## src/rtl/tick_counter_ctrl_pkg.sv

```systemverilog
// Shared board constants and counter-control types for the tick counter.
package tick_counter_ctrl_pkg;

    localparam int unsigned BOARD_CLK_HZ = 100_000_000;
    localparam int unsigned TICK_1HZ     = 1;
    localparam int unsigned TICK_1KHZ    = 1_000;

    typedef enum logic [1:0] {
        CNT_HOLD = 2'd0,
        CNT_LOAD = 2'd1,
        CNT_STEP = 2'd2
    } cnt_op_e;

    // Load outranks a coincident tick; the tick is then discarded.
    function automatic cnt_op_e cnt_op(input logic load, input logic tick);
        cnt_op_e op;
        op = CNT_HOLD;
        if (load) begin
            op = CNT_LOAD;
        end else if (tick) begin
            op = CNT_STEP;
        end
        return op;
    endfunction

endpackage

```

## src/rtl/tick_counter_ctrl_tick_gen.sv

```systemverilog
// Single-clock divider producing a one-cycle tick enable every CLK_HZ/TICK_HZ cycles.
module tick_gen
    import tick_counter_ctrl_pkg::*;
#(
    parameter int unsigned CLK_HZ  = BOARD_CLK_HZ,
    parameter int unsigned TICK_HZ = TICK_1HZ
) (
    input  logic f_crys,
    input  logic rst_n,
    input  logic en,
    input  logic clr,
    output logic tick
);

    localparam int unsigned DIV   = (TICK_HZ == 0) ? 0 : CLK_HZ / TICK_HZ;
    localparam int unsigned DIV_W = (DIV > 1) ? $clog2(DIV) : 1;
    localparam logic [DIV_W-1:0] DIV_LAST = DIV_W'(DIV - 1);

    generate
        if (TICK_HZ == 0 || (CLK_HZ % TICK_HZ) != 0) begin : g_bad_ratio
            $error("tick_gen: CLK_HZ must be a non-zero multiple of TICK_HZ");
        end
        if (DIV < 2) begin : g_bad_div
            $error("tick_gen: divide ratio must be at least 2");
        end
    endgenerate

    logic [DIV_W-1:0] div_cnt_q;
    logic [DIV_W-1:0] div_cnt_d;
    logic             at_last_c;

    assign at_last_c = (div_cnt_q == DIV_LAST);
    assign tick      = en & at_last_c;

    // clr restarts the period regardless of en; en=0 freezes the phase.
    always_comb begin
        div_cnt_d = div_cnt_q;
        if (clr) begin
            div_cnt_d = '0;
        end else if (en) begin
            if (at_last_c) begin
                div_cnt_d = '0;
            end else begin
                div_cnt_d = div_cnt_q + DIV_W'(1);
            end
        end
    end

    always_ff @(posedge f_crys or negedge rst_n) begin
        if (!rst_n) begin
            div_cnt_q <= '0;
        end else begin
            div_cnt_q <= div_cnt_d;
        end
    end

endmodule

```

## src/rtl/tick_counter_ctrl.sv

```systemverilog
// Modulo-N up/down tick counter with pause, load, wrap/saturate, terminal count and square wave.
module tick_counter_ctrl
    import tick_counter_ctrl_pkg::*;
#(
    parameter int unsigned CLK_HZ  = BOARD_CLK_HZ,
    parameter int unsigned TICK_HZ = TICK_1HZ,
    parameter int unsigned WIDTH   = 4,
    parameter int unsigned MODULUS = 16
) (
    input  logic             f_crys,
    input  logic             rst_n,
    input  logic             en,
    input  logic             up,
    input  logic             sat,
    input  logic             load,
    input  logic [WIDTH-1:0] load_val,
    output logic [WIDTH-1:0] b,
    output logic             tick,
    output logic             tc,
    output logic             sq
);

    localparam logic [WIDTH-1:0] CNT_MAX = WIDTH'(MODULUS - 1);

    generate
        if (MODULUS < 2) begin : g_bad_mod_lo
            $error("tick_counter_ctrl: MODULUS must be at least 2");
        end
        if (64'(MODULUS) > (64'(1) << WIDTH)) begin : g_bad_mod_hi
            $error("tick_counter_ctrl: MODULUS must not exceed 2**WIDTH");
        end
    endgenerate

    logic             tick_c;
    logic [WIDTH-1:0] b_q;
    logic [WIDTH-1:0] b_d;
    logic             sq_q;
    logic             sq_d;
    logic             at_top_c;
    logic             at_bot_c;
    cnt_op_e          op_c;

    tick_gen #(
        .CLK_HZ  (CLK_HZ),
        .TICK_HZ (TICK_HZ)
    ) u_tick_gen (
        .f_crys (f_crys),
        .rst_n  (rst_n),
        .en     (en),
        .clr    (load),
        .tick   (tick_c)
    );

    assign at_top_c = (b_q == CNT_MAX);
    assign at_bot_c = (b_q == '0);
    assign op_c     = cnt_op(load, tick_c);

    assign tick = tick_c;
    assign tc   = tick_c & ~load & (up ? at_top_c : at_bot_c);
    assign b    = b_q;
    assign sq   = sq_q;

    // Counter and square-wave next state; out-of-range loads clamp to the top value.
    always_comb begin
        b_d  = b_q;
        sq_d = sq_q;
        unique case (op_c)
            CNT_LOAD: begin
                b_d = (load_val > CNT_MAX) ? CNT_MAX : load_val;
            end
            CNT_STEP: begin
                sq_d = ~sq_q;
                if (up) begin
                    if (!at_top_c) begin
                        b_d = b_q + WIDTH'(1);
                    end else if (!sat) begin
                        b_d = '0;
                    end
                end else begin
                    if (!at_bot_c) begin
                        b_d = b_q - WIDTH'(1);
                    end else if (!sat) begin
                        b_d = CNT_MAX;
                    end
                end
            end
            default: begin
                b_d  = b_q;
                sq_d = sq_q;
            end
        endcase
    end

    always_ff @(posedge f_crys or negedge rst_n) begin
        if (!rst_n) begin
            b_q  <= '0;
            sq_q <= 1'b0;
        end else begin
            b_q  <= b_d;
            sq_q <= sq_d;
        end
    end

endmodule

```

## config.mk

```make
export PLATFORM = sky130hd
export DESIGN_NAME = tick_counter_ctrl
export DESIGN_NICKNAME = d
export VERILOG_FILES = /design/src/rtl/tick_counter_ctrl_pkg.sv /design/src/rtl/tick_counter_ctrl_tick_gen.sv /design/src/rtl/tick_counter_ctrl.sv
export SDC_FILE = /design/constraint.sdc
export NUM_CORES = 1
export LEC_CHECK = 0
export CORE_ASPECT_RATIO = 1.5
export CORE_MARGIN = 2
export CORE_UTILIZATION = 57
export CTS_CLUSTER_SIZE = 28
export DETAILED_ROUTE_END_ITERATION = 8
export PLACE_DENSITY = 0.88
export SYNTH_ARGS = -nofsm -noshare
export SYNTH_HDL_FRONTEND = slang
export SYNTH_SLANG_ARGS = --single-unit
export TNS_END_PERCENT = 20
```

## constraint.sdc

```tcl
create_clock -name f_crys -period 2 [get_ports f_crys]
set_input_delay 0.2 -clock f_crys [delete_from_list [all_inputs] [get_ports f_crys]]
set_output_delay 0.2 -clock f_crys [all_outputs]
set_load 0.1 [all_outputs]
```

==> results of run 1 <==
==> power groups by stage <==
stage	sequential (W)	combinational, W	clock (W)
after CTS	0.000676	0.000214	0.000547
after global routing	0.000679	0.000235	0.000589
after detailed placement	0.000686	0.000207	0
after floorplan	0.000737	0.0000799	0
after global placement	0.000686	0.000207	0
final	0.000678	0.000219	0.000540
==> logic make-up after synthesis <==
family / count (synthesis) / synth area share, %
xor+xnor: 28 / 12.7
flops: 32 / 41.5
buf+inv: 19 / 4.60
fa+ha+maj: 3 / 1.94
compound gates: 18 / 7.90
simple gates: 102 / 29.8
mux: 3 / 1.62
==> layout by cell type, fill, tap and decap left out, types with 2 or more instances in the layout <==
cell type / synthesis / final
nor4b_2: 1 / 3
buf_12: 0 / 3
nor2_1: 36 / 36
and3_1: 4 / 4
ha_1: 3 / 2
o21ai_0: 3 / 2
inv_1: 8 / 8
nor4_1: 4 / 3
dfrtp_1: 32 / 28
dfrtp_2: 0 / 4
nand4_1: 9 / 9
clkbuf_8: 0 / 7
nor3_1: 5 / 4
nand2_1: 10 / 10
and4_1: 4 / 3
o21ai_1: 1 / 2
nor4_4: 1 / 2
nand3_1: 12 / 12
xor2_1: 17 / 17
mux2i_1: 2 / 2
clkdlybuf4s50_1: 0 / 9
buf_4: 2 / 34
xnor2_1: 11 / 11
==> registers in the layout (all words and copies together), names as in the netlist <==
signal / flops
u_tick_gen.div_cnt_q: 27
b: 4
sq: 1
==> final cells by class <==
type / instances / area, µm²
fill: 210 / 656
tap: 40 / 50.0
timing repair buffer: 47 / 417
sequential: 32 / 806
clock buffer: 7 / 96.3
inverter: 8 / 30.0
multi-input combinational: 154 / 1140
==> critical path, stage by stage, from the launching register on <==
cell,delay (ns)
dfrtp_1,0.47
nor4bb_4,0.33
nand4_1,0.21
nor3_4,0.20
o211a_4,0.19
buf_12,0.16
==> worst paths after layout <==
check	slack, ns	endpoint	depth (start not counted)	from
setup / recovery	-0.06	tc	5	u_tick_gen.div_cnt_q[19]
hold / removal	0.31	u_tick_gen.div_cnt_q[4]	2	rst_n
setup reg to reg	0.01	b[1]	6	u_tick_gen.div_cnt_q[19]
hold reg to reg	0.47	sq	1	sq
max in group asynchronous	1.37	u_tick_gen.div_cnt_q[17]	2	rst_n
min in group f_crys	0.46	b[1]	3	load_val[1]
==> timing repair <==
action,4_1_cts,5_1_grt
gates resized for setup,12,7
endpoints found under the setup margin,5,6
buffers inserted,9,2
gates cloned,0,0
pin swaps,6,5
hold buffers,0,0
==> layer usage <==
metal	GRT usage [%]	part of all wire [%]	vias to the layer above
met4	14.9	1.9	0
met2	47.4	53	61
met1	32.5	40	815
li1	-	-	809
met3	7.25	5.8	9
met5	0	0	-
==> metrics by stage <==
stage          instances  setup slack, ns
2_1_floorplan        205           -0.616
4_1_cts              286          -0.0143
5_1_grt              288           -0.152
6_report             288          -0.0569
3_5_place_dp         270          -0.0897
3_3_place_gp         270           0.0611
==> metrics.txt, run 1 <==
remaining antenna violation count=0; fmax=a little under 500 MHz; H-Tree Depth=2; routed vias=around 1700; post-route setup TNS=-0.0727 ns; number of buffers created by CTS=5; Seq/Total Area, Yosys=approximately 41%; Synth area leader=dfrtp_1; Sink Count=32; Worst IR Drop VDD=572 µV; Worst-Margin Slew=~0.41 ns; most frequent cell after synthesis=nor2_1; Main synth FF type=dfrtp_1; starting density of the core=60.5%; GR Overflow Total=0; # diodes=0; synthesis-to-finish area growth=31.2%; Worst Hold Class=in -> async; Post-Syn Nets=between 200 and 250; MaxCap Viol Count=0; CTS Buffer Depth=2; power density cells=567 mW/mm²; DRT Wirelength=roughly 4.8 mm; Final #Nets=between 200 and 300; Layout Utilization=79.5%; Crit. End Element=primary output; RSZ-0062 raised after global routing=yes; first-pass GRT wire length=a little under 8 mm; status=complete, but fails checks; largest net degree at the start of global routing=33; fin crit period=2.06 ns; layout cells sized above 1=27.8%; routed len/inst=between 15 and 20 µm; Root Driver=clkbuf_8; clock network power share=between 30% and 40%; net switching power figure=around 0.00039 W; TritonRoute pass-1 iters=4; Commonest cells post-synth=nor2_1, dfrtp_1, xor2_1; top cell type's share of synthesized area=41.5%; height of the die=75.3 µm; total power=0.00144 W; Worst Path Class, Setup=reg -> out; Placeable Area=approximately 0.0032 mm²; CP startpoint kind=register; GP Congestion=between 0.9 and 1; clk_skew=~0.0027 ns; Worst Path Arrival=roughly 1.9 ns; Yosys reg bits=32; total die area=between 0.003 and 0.004 mm²; synthesized area=around 0.0019 mm²; vias per cell=between 5 and 6; Finished Cell Area=roughly 0.0025 mm²; total track usage=~28%; Mapped Cells=205; Max transition margin=a little over 70%; DRC=0; Ports=17; Placement Cell Area=~0.0023 mm²; Internal=0.00105 W; fin crit share=103%; Critical Path RT=approximately 1.8 ns; Worst-Skew Late Latency=slightly below 0.3 ns; post-DP HPWL=roughly 3 mm; Syn Area/Cell=9.42 µm²; failing checks=negative setup slack; CTS tree=done; EDFF count, synth=0; Final Worst Setup Slack=-0.0569 ns; Max Slew Vio Count=0; Final Setup Violations=2; Port Buffers=16; worst-path maximum fanout=4; vias in the first global route=approximately 1700; Ys Warns=0; Cell Rows=25; Fin Hold WS=0.306 ns; Starting DRT DRC Count=86; synth top area cells=dfrtp_1, xor2_1, nor2_1, xnor2_1, nand3_1; combinational share of power=roughly 15%; Leak=between 1 and 1.5 nW; CTS clock-pin slew for the worst setup and hold paths=0.06 ns; initial antenna violation count=0; die width=51.5 µm; switch share=between 20% and 30%; post-synth cell types=50; sequential fraction of design power=a little under half; Final Hold Fails=0; asr flop ratio synth=100%
No activity file was read; power rests on OpenSTA's default activity.
==> run 2, diff against run 1 <==
--- a/config.mk
+++ b/config.mk
@@ -7,10 +7,11 @@
 export LEC_CHECK = 0
 export CORE_ASPECT_RATIO = 1.5
 export CORE_MARGIN = 2
-export CORE_UTILIZATION = 57
+export CORE_UTILIZATION = 45
 export CTS_CLUSTER_SIZE = 28
 export DETAILED_ROUTE_END_ITERATION = 8
-export PLACE_DENSITY = 0.88
+export MAX_ROUTING_LAYER = met4
+export PLACE_DENSITY = 0.74
 export SYNTH_ARGS = -nofsm -noshare
 export SYNTH_HDL_FRONTEND = slang
 export SYNTH_SLANG_ARGS = --single-unit
==> metrics.txt, run 2 (synthesized netlist as in run 1, its figures left out) <==
M1 WL=roughly 1.8 mm; routed len/inst=15.5 µm; Final Worst Setup Slack=-0.0469 ns; Worst Hold Class=in -> async; power density cells=around 600 mW/mm²; clk_skew=0.00697 ns; routed vias=between 1500 and 2000; met3 routed WL=approximately 180 µm; post-DP HPWL=around 3.2 mm; Cell Rows=29; Final #Nets=~270; Final Setup Violations=2; Worst setup startpoint=u_tick_gen.div_cnt_q[0]; failing checks=negative setup slack; remaining antenna violation count=0; CTS tree=done; Root Driver=clkbuf_8; DRC=0; synthesis-to-finish area growth=31.5%; Worst-Skew Late Latency=0.29 ns; TritonRoute pass-1 iters=4; H-Tree Depth=2; Multi-input gate area=approximately 0.0011 mm²; Max transition margin=roughly 73%; number of buffers created by CTS=5; Sink Count=32; Worst-Margin Slew=between 0.4 and 0.5 ns; layout cells sized above 1=between 20% and 30%; status=complete, but fails checks; Placement Cell Area=0.00232 mm²; CTS Buffer Depth=2; fin crit period=slightly above 2 ns; height of the die=~84 µm; Worst IR Drop VDD=roughly 410 µV; most common cell after layout, fill and taps aside=buf_4; largest net degree at the start of global routing=33; fmax=about 500 MHz; Worst Path Arrival=around 1.9 ns; worst-path maximum fanout=2; Top Metal Used=met4; CP startpoint kind=register; RSZ-0062 raised after global routing=yes; Ports=17; WL met2=roughly 2.6 mm; Most flops, register=u_tick_gen.div_cnt_q; Worst Path Class, Setup=reg -> out; sequential standard cell area=~800 µm²; starting density of the core=between 40% and 50%; fin crit share=102%; Max Slew Vio Count=0; total die area=0.00484 mm²; Critical Path RT=around 1.8 ns; total track usage=22.0%; reg-to-reg startpoint=u_tick_gen.div_cnt_q[0]; vias in the first global route=about 1800; vias per cell=~5.6; CTS clock-pin slew for the worst setup and hold paths=0.07 ns; max reg flops=27; post-route setup TNS=-0.0538 ns; Placeable Area=between 0.004 and 0.005 mm²; MaxCap Viol Count=0; Crit. End Element=primary output; # diodes=0; Final Hold Fails=0; Filler Cells Inserted=342; GP Congestion=roughly 0.9; CTS Hold Buffers Added=0; Starting DRT DRC Count=74; Port Buffers=16; first-pass GRT wire length=between 8 and 9 mm; Leak=1.11 nW; DRT Wirelength=about 4.6 mm; die width=57.5 µm; GR Overflow Total=0; initial antenna violation count=0; Finished Cell Area=0.00254 mm²; commonest cells after routing, fill and taps aside=buf_4, nor2_1, dfrtp_1
-- run 2: cell count changes in the layout (fill, tap and decap cells not counted), moves of 2 or more --
cell      before  now
buf_4         34   39
clkbuf_8       7    5
dfrtp_1       28   30
dfrtp_2        4    2
-- run 2: power by group --
group	switching, W	internal (W)
sequential	0.0000184	0.000658
combinational	0.000134	0.0000870
clock	0.000253	0.000368
total	0.000405	0.00111
-- run 2: timing repair --
action / CTS / global route
buffers inserted: 9 / 0
resized for setup: 8 / 2
hold endpoints to repair: 0 / 0
pin swaps: 3 / 2
endpoints found under the setup margin: 4 / 5
-- run 2: final timing paths --
kind                                             to  slack, ns  cells past startpoint
setup / recovery                                 tc      -0.05                      6
hold / removal             u_tick_gen.div_cnt_q[20]       0.29                      2
setup reg to reg                               b[1]       0.05                      7
hold reg to reg                                  sq       0.47                      1
max in group asynchronous  u_tick_gen.div_cnt_q[12]       1.38                      2
min in group f_crys                              sq       0.47                      1
-- run 2: cell type report --
| cell class | count | share of cell area, % |
|---|---|---|
| multi-input cells | 154 | 43.1 |
| well taps | 46 | 2.27 |
| clock buffers | 5 | 2.71 |
| clock inverters | 3 | 1.67 |
| inverters | 8 | 1.18 |
| flip-flops and latches | 32 | 31.6 |
| repair buffers | 51 | 17.4 |
-- run 2: worst max-delay path: stages (launching register included) --
cell and delay [ns]:
dfrtp_1 0.37, ha_2 0.20, nor4bb_4 0.22, nand4_1 0.22
nor3_4 0.19, o211a_4 0.19, buf_12 0.16
-- run 2: through the flow --
step / total power [W] / util [%] / setup WS (ns) / std cells / hold WS (ns)
detailed placement: 0.000907 / 55.7 / -0.0219 / 282 / 0.459
finish: 0.00152 / 60.9 / -0.0469 / 299 / 0.294
global route: 0.00157 / 60.9 / -0.165 / 299 / 0.337
CTS: 0.00153 / 60.8 / 0.00168 / 299 / 0.311
floorplan: 0.000817 / - / -0.616 / 205 / -0.0956
global placement: 0.000903 / 55.7 / 0.00459 / 282 / 0.457
-- run 2: metal layers --
layer,track usage [%],vias up
li1,-,818
met1,23.8,823
met2,37.9,39
met3,4.62,9
met4,9.30,0
met5,-,-
